===== config.mk =====
export PLATFORM = sky130hd
export DESIGN_NAME = uart_cmd_parser
export DESIGN_NICKNAME = d
export VERILOG_FILES = /design/src/rtl/uart_cmd_pkg.sv /design/src/rtl/uart_cmd_timeout.sv /design/src/rtl/uart_cmd_parser.sv
export SDC_FILE = /design/constraint.sdc
export NUM_CORES = 1
export LEC_CHECK = 0
export CAP_MARGIN = 20
export CORE_MARGIN = 10
export CORE_UTILIZATION = 43
export DETAILED_ROUTE_END_ITERATION = 16
export GPL_TIMING_DRIVEN = 0
export PLACE_DENSITY = 0.69
export SLEW_MARGIN = 20
export SYNTH_ARGS = -nofsm -noshare
export SYNTH_HDL_FRONTEND = slang
export SYNTH_SLANG_ARGS = --single-unit

===== constraint.sdc =====
create_clock -name clk -period 5.47 [get_ports clk]
set_clock_uncertainty 0.1 [all_clocks]
set_input_delay 0.8205 -clock clk [delete_from_list [all_inputs] [get_ports clk]]
set_output_delay 0.8205 -clock clk [all_outputs]
set_load 0.05 [all_outputs]

===== src/rtl/uart_cmd_pkg.sv =====
// Shared types, character constants and the hex-digit decoder for the UART command parser.
package uart_cmd_pkg;

  typedef enum logic [2:0] {
    ST_IDLE,
    ST_TAG2,
    ST_COLON,
    ST_SPACE,
    ST_ZERO,
    ST_XCHAR,
    ST_DIGITS
  } parser_state_t;

  typedef enum logic {
    CH_SW,
    CH_BT
  } channel_t;

  localparam logic [7:0] CHAR_S     = 8'h53;
  localparam logic [7:0] CHAR_W     = 8'h57;
  localparam logic [7:0] CHAR_B     = 8'h42;
  localparam logic [7:0] CHAR_T     = 8'h54;
  localparam logic [7:0] CHAR_COLON = 8'h3A;
  localparam logic [7:0] CHAR_SPACE = 8'h20;
  localparam logic [7:0] CHAR_ZERO  = 8'h30;
  localparam logic [7:0] CHAR_X_LO  = 8'h78;
  localparam logic [7:0] CHAR_X_UP  = 8'h58;

  // Returns {valid, nibble}; valid is 0 for anything outside 0-9, A-F, a-f.
  function automatic logic [4:0] hex_nibble(input logic [7:0] ch);
    logic [4:0] r;
    r = 5'b0;
    if (ch >= 8'h30 && ch <= 8'h39) begin
      r = {1'b1, ch[3:0]};
    end else if ((ch >= 8'h41 && ch <= 8'h46) || (ch >= 8'h61 && ch <= 8'h66)) begin
      r = {1'b1, ch[3:0] + 4'd9};
    end
    return r;
  endfunction

endpackage


===== src/rtl/uart_cmd_timeout.sv =====
// Inter-byte idle counter for the command parser; only instantiated when UART_CMD_TIMEOUT_EN is defined.
module uart_cmd_timeout #(
  parameter int TIMEOUT_CYCLES = 1000000
) (
  input  logic clk,
  input  logic reset,
  input  logic i_run,
  input  logic i_clear,
  output logic o_expired
);

  localparam int CW = $clog2(TIMEOUT_CYCLES + 1);

  logic [CW-1:0] r_count;

  assign o_expired = i_run && (r_count == CW'(TIMEOUT_CYCLES - 1));

  always_ff @(posedge clk) begin
    if (reset || i_clear || o_expired) begin
      r_count <= '0;
    end else if (i_run) begin
      r_count <= r_count + 1'b1;
    end
  end

endmodule


===== src/rtl/uart_cmd_parser.sv =====
// Byte-serial parser for "SW: 0x<hex>" / "BT: 0x<hex>" commands from a UART receiver.
// Optional inter-byte timeout is built when UART_CMD_TIMEOUT_EN is defined.
module uart_cmd_parser
  import uart_cmd_pkg::*;
#(
  parameter int DATA_WIDTH     = 8,
  parameter int HEX_DIGITS     = 4,
  parameter int SWITCH_COUNT   = 16,
  parameter int BUTTON_COUNT   = 5,
  parameter int TIMEOUT_CYCLES = 1000000
) (
  input  logic                    clk,
  input  logic                    reset,
  input  logic                    ena,
  input  logic [DATA_WIDTH-1:0]   rx_data,
  input  logic                    rx_valid,
  output logic [SWITCH_COUNT-1:0] switch_data,
  output logic [BUTTON_COUNT-1:0] button_data,
  output logic                    switch_update,
  output logic                    button_update,
  output logic                    parse_error,
  output logic                    busy,
  output parser_state_t           dbg_state
);

  localparam int ACC_W  = HEX_DIGITS * 4;
  localparam int EXT_W0 = (ACC_W > SWITCH_COUNT) ? ACC_W : SWITCH_COUNT;
  localparam int EXT_W  = (EXT_W0 > BUTTON_COUNT) ? EXT_W0 : BUTTON_COUNT;
  localparam int CNT_W  = $clog2(HEX_DIGITS + 1);

  parser_state_t    r_state;
  channel_t         r_channel;
  logic [ACC_W-1:0] r_acc;
  logic [CNT_W-1:0] r_cnt;

  logic [7:0]       w_char;
  logic             w_take;
  logic [4:0]       w_hex;
  logic [ACC_W+3:0] w_shift;
  logic [ACC_W-1:0] w_acc_next;
  logic [EXT_W-1:0] w_ext;
  logic             w_last;
  logic             w_is_tag;
  channel_t         w_tag_ch;
  logic             w_match;
  logic             w_expired;
  logic             w_unused_rx;

  assign w_char      = 8'(rx_data);
  assign w_unused_rx = ^rx_data;
  assign w_take      = ena && rx_valid;
  assign w_hex       = hex_nibble(w_char);
  assign w_shift     = {r_acc, w_hex[3:0]};
  assign w_acc_next  = w_shift[ACC_W-1:0];
  assign w_ext       = EXT_W'(w_acc_next);
  assign w_last      = (r_cnt == CNT_W'(HEX_DIGITS - 1));
  assign w_is_tag    = (w_char == CHAR_S) || (w_char == CHAR_B);
  assign w_tag_ch    = (w_char == CHAR_B) ? CH_BT : CH_SW;

  assign busy      = (r_state != ST_IDLE);
  assign dbg_state = r_state;

  always_comb begin
    w_match = 1'b0;
    case (r_state)
      ST_TAG2:   w_match = (r_channel == CH_SW) ? (w_char == CHAR_W) : (w_char == CHAR_T);
      ST_COLON:  w_match = (w_char == CHAR_COLON);
      ST_SPACE:  w_match = (w_char == CHAR_SPACE);
      ST_ZERO:   w_match = (w_char == CHAR_ZERO);
      ST_XCHAR:  w_match = (w_char == CHAR_X_LO) || (w_char == CHAR_X_UP);
      ST_DIGITS: w_match = w_hex[4];
      default:   w_match = 1'b0;
    endcase
  end

`ifdef UART_CMD_TIMEOUT_EN
  uart_cmd_timeout #(
    .TIMEOUT_CYCLES(TIMEOUT_CYCLES)
  ) u_timeout (
    .clk      (clk),
    .reset    (reset),
    .i_run    (ena && busy),
    .i_clear  (w_take || !busy),
    .o_expired(w_expired)
  );
`else
  logic w_unused_timeout;
  assign w_expired        = 1'b0;
  assign w_unused_timeout = (TIMEOUT_CYCLES == 0);
`endif

  always_ff @(posedge clk) begin
    if (reset) begin
      r_state       <= ST_IDLE;
      r_channel     <= CH_SW;
      r_acc         <= '0;
      r_cnt         <= '0;
      switch_data   <= '0;
      button_data   <= '0;
      switch_update <= 1'b0;
      button_update <= 1'b0;
      parse_error   <= 1'b0;
    end else begin
      switch_update <= 1'b0;
      button_update <= 1'b0;
      parse_error   <= 1'b0;
      if (w_take) begin
        if (r_state == ST_IDLE) begin
          if (w_is_tag) begin
            r_state   <= ST_TAG2;
            r_channel <= w_tag_ch;
          end
        end else if (!w_match) begin
          // A stray 'S'/'B' is treated as the start of a fresh command.
          parse_error <= 1'b1;
          r_acc       <= '0;
          r_cnt       <= '0;
          if (w_is_tag) begin
            r_state   <= ST_TAG2;
            r_channel <= w_tag_ch;
          end else begin
            r_state <= ST_IDLE;
          end
        end else begin
          case (r_state)
            ST_TAG2:  r_state <= ST_COLON;
            ST_COLON: r_state <= ST_SPACE;
            ST_SPACE: r_state <= ST_ZERO;
            ST_ZERO:  r_state <= ST_XCHAR;
            ST_XCHAR: begin
              r_state <= ST_DIGITS;
              r_acc   <= '0;
              r_cnt   <= '0;
            end
            ST_DIGITS: begin
              if (w_last) begin
                r_state <= ST_IDLE;
                r_acc   <= '0;
                r_cnt   <= '0;
                if (r_channel == CH_SW) begin
                  switch_data   <= w_ext[SWITCH_COUNT-1:0];
                  switch_update <= 1'b1;
                end else begin
                  button_data   <= w_ext[BUTTON_COUNT-1:0];
                  button_update <= 1'b1;
                end
              end else begin
                r_acc <= w_acc_next;
                r_cnt <= r_cnt + 1'b1;
              end
            end
            default: r_state <= ST_IDLE;
          endcase
        end
      end else if (ena && w_expired) begin
        parse_error <= 1'b1;
        r_state     <= ST_IDLE;
        r_acc       <= '0;
        r_cnt       <= '0;
      end
    end
  end

endmodule


Yosys cells after proc, flatten, opt, wreduce, memory -nomap -nowiden
Index checks and enable logic that the tools add are counted.
Widths: inputs -> output; s select.
{ "totals": {"out_inout_bits": 28, "register_bits": 43, "in_bits": 12, "elab_cells": 82} }
{ "classes": {"n_mux": 23, "bitwise": 6, "n_lt_le_gt_ge": 6, "n_eq_ne": 20, "addsub": 2, "reduce_logical": 16} }
{ "op_table": {"columns": ["op", "n"], "rows": [
  ["$eq 8x7->1 const B", 6],
  ["$eq 8x6->1 const B", 3],
  ["$mux 12", 2],
  ["$pmux 12 s2", 1],
  ["$mux 3", 6],
  ["$pmux 3 s6", 1],
  ["$ge 8x7->1 const B", 2],
  ["$le 8x7->1 const B", 2],
  ["$reduce_and 6->1", 2],
  ["$mux 5", 2],
  ["$eq 3x2->1 const B", 3],
  ["$eq 3x3->1 const B", 3],
  ["$mux 1", 9],
  ["$ge 8x6->1 const B", 1],
  ["$le 8x6->1 const B", 1],
  ["$not 1->1", 6],
  ["$pmux 1 s6", 1],
  ["$pmux 3 s2", 1],
  ["$reduce_and 3->1", 2],
  ["$reduce_or 6->1", 1],
  ["$add 4x4->4 const B", 1],
  ["$logic_and 1x1->1", 4],
  ["$ne 4x4->1 const B", 1],
  ["$add 3x1->3 const B", 1],
  ["other kinds (9)", 11]
]} }

Longest topological paths before layout
{ "logic_depth": {"word_depth": 8, "mapped_depth": 10, "mapped_depth_nobuf": 8} }

Worst setup path after synthesis
Ideal clock, no wire load.
{ "synth_timing": {"kind": "input to register", "start": "in rx_data[0]", "end": "reg r_channel", "slack_ns": 2.773, "t_required_ns": 5.299, "setup_ns": 0.071, "stages": 8, "arrival_time_ns": 2.527, "n_path_buf": 0, "path_cell_list": "inv_1 -> ha_1 -> or3b_1 -> and3_4 -> o21ai_4 -> o211ai_4 -> or4_1 -> a21oi_1"} }
{ "synth_between": {"elab_chain_len": 8, "elab_cells_between_ends": 31, "classes_between": "order compare: 6; eq/ne: 10; mux: 8; reduce/logical: 7"} }
{ "synth_rtl": {"columns": ["element", "line_no", "source"], "rows": [
  ["start: declaration", "uart_cmd_parser.sv:15", "input logic [DATA_WIDTH-1:0] rx_data,"],
  ["$ge 8x7->1 or $le 8x7->1 (tied branches)", "uart_cmd_pkg.sv:35", "end else if ((ch >= 8'h41 && ch <= 8'h46) || (ch >= 8'h61 && ch <= 8'h66)) begin"],
  ["$logic_and 1x1->1", "uart_cmd_pkg.sv:35", null],
  ["$logic_or 1x1->1", "uart_cmd_pkg.sv:35", null],
  ["$mux 5", "uart_cmd_pkg.sv:35", null],
  ["$mux 5", "uart_cmd_pkg.sv:33", "if (ch >= 8'h30 && ch <= 8'h39) begin"],
  ["$pmux 1 s6", "uart_cmd_parser.sv:65", "case (r_state)"],
  ["$ne 2x1->1 (no source line)", null, null],
  ["$reduce_and 2->1 (no source line)", null, null],
  ["end signal: assignment", "uart_cmd_parser.sv:111", "r_channel <= w_tag_ch;"],
  ["end signal: assignment", "uart_cmd_parser.sv:120", "r_channel <= w_tag_ch;"],
  ["end: declaration", "uart_cmd_parser.sv:32", "channel_t r_channel;"]
]} }
Parallel ways exist; a longest one is shown, timed or not. The select of a mux whose other input is x is not followed.
A chain may end at the register's enable or synchronous reset.

Worst setup path in the final report
{ "layout_timing": {"start": "in rx_data[1]", "end": "reg r_state[0] (netlist: dbg_state[0])"} }
{ "layout_between": {"elab_chain_len": 8, "elab_cells_between_ends": 31, "classes_between": "order compare: 6; eq/ne: 11; mux: 7; reduce/logical: 7"} }
{ "layout_rtl": {"columns": ["element", "line_no", "source"], "rows": [
  ["$ge 8x7->1 or $le 8x7->1 (tied branches)", "uart_cmd_pkg.sv:35", null],
  ["$logic_and 1x1->1", "uart_cmd_pkg.sv:35", null],
  ["$logic_or 1x1->1", "uart_cmd_pkg.sv:35", null],
  ["$mux 5", "uart_cmd_pkg.sv:35", null],
  ["$mux 5", "uart_cmd_pkg.sv:33", null],
  ["$pmux 1 s6", "uart_cmd_parser.sv:65", null],
  ["$ne 4x4->1 (no source line) or $mux 3 (tied branches)", null, null],
  ["$reduce_and 3->1 (no source line) or $mux 3 (tied branches)", null, null],
  ["end signal: assignment", "uart_cmd_parser.sv:94", "r_state <= ST_IDLE;"],
  ["end signal: assignment", "uart_cmd_parser.sv:110", "r_state <= ST_TAG2;"],
  ["end signal: assignment", "uart_cmd_parser.sv:119", "r_state <= ST_TAG2;"],
  ["end: declaration", "uart_cmd_parser.sv:31", "parser_state_t r_state;"]
]} }
Parallel ways exist; a longest one is shown, timed or not.

==> results.yml <==
synthesis:
  ys_async_sr_fraction: 0
  yosysTopAreaCellShare: 0.4284
  synthFlopType: "dfxtp_1"
  synth_nets: 223
  synth_edf_count: 0
  yosysWarnings: 0
  yosysTopAreaCell: "dfxtp_1"
  netlist_top_cells_area: "dfxtp_1 43%, mux2i_1 11%, nor2_1 5.8%"
  ys_seq_area_frac: 0.4284
  synth-seq-cells: 43
  synthCells: 205
  syn_area_um2: 2009
  synth_cell_types: 48
  syn_avg_cell_area_um2: 9.802
setup_path:
  cp_num_buf_inv: 2
  critPathKind: "input port to register"
  slowest_delay_ps: 630
  cp_top_family: "compound AO/OA/AOI/OAI gates"
  cp.required_ps: 5580
  end_kind: "register"
  crit_slowest_cell: "clkdlybuf4s50_1"
  arrival_ps: 3390
  cp_cell_sequence: "clkdlybuf4s50_1 -> inv_1 -> ha_1 -> or3b_1 -> and3_4 -> o211ai_1 -> o2111a_1 -> nor2_1 -> a211oi_1"
  setup.worst_path.start_class: "input port"
  crit_path_max_fanout: 7
sta:
  fmax_ghz: 0.3043
  relSlewSlack: 0.6563
  layout_min_cycle_time_ps: 3287
  finalHoldViolCount: 0
  worst_pin_slew_ps: 514.0
  post-route-period-util: 0.6008
  setup-tns-final_ps: 0
  final_max_slew_viol_count: 0
  rsz0062_at_grt: "no"
  finalSetupViolations: 0
drt:
  drc_errors: 0
  avgRoutedWirePerCell_um: 15.90
  ant_nets: 0
  wl_um: 4818
  vias: 1660
  detail_route.iter0.violations: 103
  drt_pass1_iterations: 5
  routed_via_density: 5.479
layout:
  num_antenna_cells: 0
  final_area_um2: 2540
  register_area_um2: 860.8
  multiInputGateArea_um2: 1081
  fin_util: 0.5715
  area_growth_pct: 26.40
  drive_above_1_share: 0.08765
  fillerInstances: 426
  fin_nets: 268
floorplan:
  die_h_um: 88.36
  dieArea_um2: 7807
  core-area_um2: 4444
  ioPinCount: 40
  rows: 24
  die_w_um: 88.36
  start_util: 0.4521
clock_network:
  post-cts-setup-buffers: 0
  h-tree-depth: 2
  clk_latency_ps: 300
  cts_root_buf: "clkbuf_8"
  ctsResizeCount: 0
  cts_hold_buf: 0
  cts_tree: "built"
  ctsLongestPathBuffers: 2
  clkTransAtPathRegs_ps: 80
  cts_made_buffers: 5
  cts_sinks: 43
placement:
  portBuffers: 38
  place_area_um2: 2455
  place.gp.congestion: 0.9096
  dpl.hpwl_um: 3542
grt:
  grt_antenna_before_repair: 0
  grt_max_degree: 14
  grt_usage: 0.1303
  grt_overflow: 0
  grt_pass1_wl_um: 8176
  grt_pass1_vias: 1703
power:
  switching_share: 0.2386
  irDropWorstVdd_uv: 144.0
  powerDensity_nw_per_um2: 214.9
  p_int_mw: 0.4155
  p_leak_nw: 0.9078
  p_sw_mw: 0.1302
  p_comb_frac: 0.061
  power.share.clock: 0.366
  p_seq_frac: 0.573
flow_run:
  cap_viol_max_count: 0
status:
  outcome: "finished clean"
hold_path:
  min-delay-path-class: "register to register"
[flip-flops by register name, summed over array words and instances (netlist names)]
signal / cells
button_data: 5
switch_data: 16
r_acc: 12
dbg_state: 3
r_cnt: 3
parse_error: 1
r_channel: 1
switch_update: 1
button_update: 1
[per-stage QoR]
step	setup WS, ps	hold WS, ps	std cells	power, mW
global route	1962	400.9	303	0.5648
floorplan	2773	348.9	205	0.3366
detailed placement	1922	363.0	295	0.3530
global placement	1970	355.3	295	0.3527
CTS	2228	380.5	303	0.5474
finish	2183	382.6	303	0.5457
[final cells by class]
cell class | instances | area share
clock inverter | 2 | 0.004926
clock buffer | 6 | 0.02857
sequential | 43 | 0.3389
tap | 52 | 0.02562
buffer | 10 | 0.02217
timing repair buffer | 38 | 0.1498
multi-input combinational | 149 | 0.4256
inverter | 3 | 0.004433
[worst paths after layout]
check             cells after the start           end  slack, ps          from
setup / recovery                      9  dbg_state[0]       2180    rx_data[1]
hold / removal                        1      r_cnt[2]        380      r_cnt[2]
setup reg to reg                      8      r_acc[9]       3100  dbg_state[1]
hold reg to reg                       1      r_cnt[2]        380      r_cnt[2]
[cell families after synthesis]
group,after synthesis,synth area share
mux,24,0.1202
buf+inv,13,0.03362
compound gates,42,0.1681
flops,43,0.4284
xor+xnor,1,0.004359
fa+ha+maj,6,0.03736
simple gates,76,0.2080
[power groups by stage]
| stage | Clock (mW) | Sequential [mW] | Combinational, mW |
|---|---|---|---|
| 6_report | 0.200 | 0.313 | 0.0331 |
| 5_1_grt | 0.215 | 0.313 | 0.0367 |
| 4_1_cts | 0.202 | 0.313 | 0.0328 |
| 3_5_place_dp | 0 | 0.320 | 0.0329 |
| 3_3_place_gp | 0 | 0.320 | 0.0325 |
| 2_1_floorplan | 0 | 0.320 | 0.0164 |
[cells in the final DEF (no fill, tap or decap), types with 5 or more instances in the layout]
cell	instances
nand2b_1	9
nand2_1	6
ha_1	6
dfxtp_1	43
a21oi_1	9
a22o_1	13
nor2_1	31
clkdlybuf4s50_1	38
clkbuf_1	5
clkbuf_8	5
mux2i_1	23
[Yosys cell counts, types with 2 or more instances]
cell type	count
a21oi_1	9
o211ai_1	2
nand2b_1	9
a2111oi_0	2
buf_4	2
nand4b_1	2
ha_1	6
o21ai_2	2
nor3_1	3
nand4_1	2
mux2i_1	23
a22o_1	13
nand3_1	3
o21ai_0	3
nor2b_1	3
clkbuf_1	4
nor2_1	31
or3_1	2
nand2_1	6
or4_1	2
dfxtp_1	43
buf_2	3
inv_1	3
nor4b_1	2
nand3b_1	2
[worst reg2reg max path: stages (launching register included)]
cell	delay, ps
dfxtp_1	340
buf_2	190
nor2_1	60
a2111oi_0	470
nand4_1	300
o21ai_2	260
and2b_1	230
buf_4	200
a22o_1	150
[routing by layer]
layer / wire, um / track usage / vias up
li1: - / - / 831
met1: 2244 / 0.1600 / 784
met2: 2217 / 0.2130 / 41
met3: 296 / 0.03860 / 4
met4: 60 / 0.04405 / 0
met5: 0 / 0 / -
No activity file was read; power rests on OpenSTA's default activity.
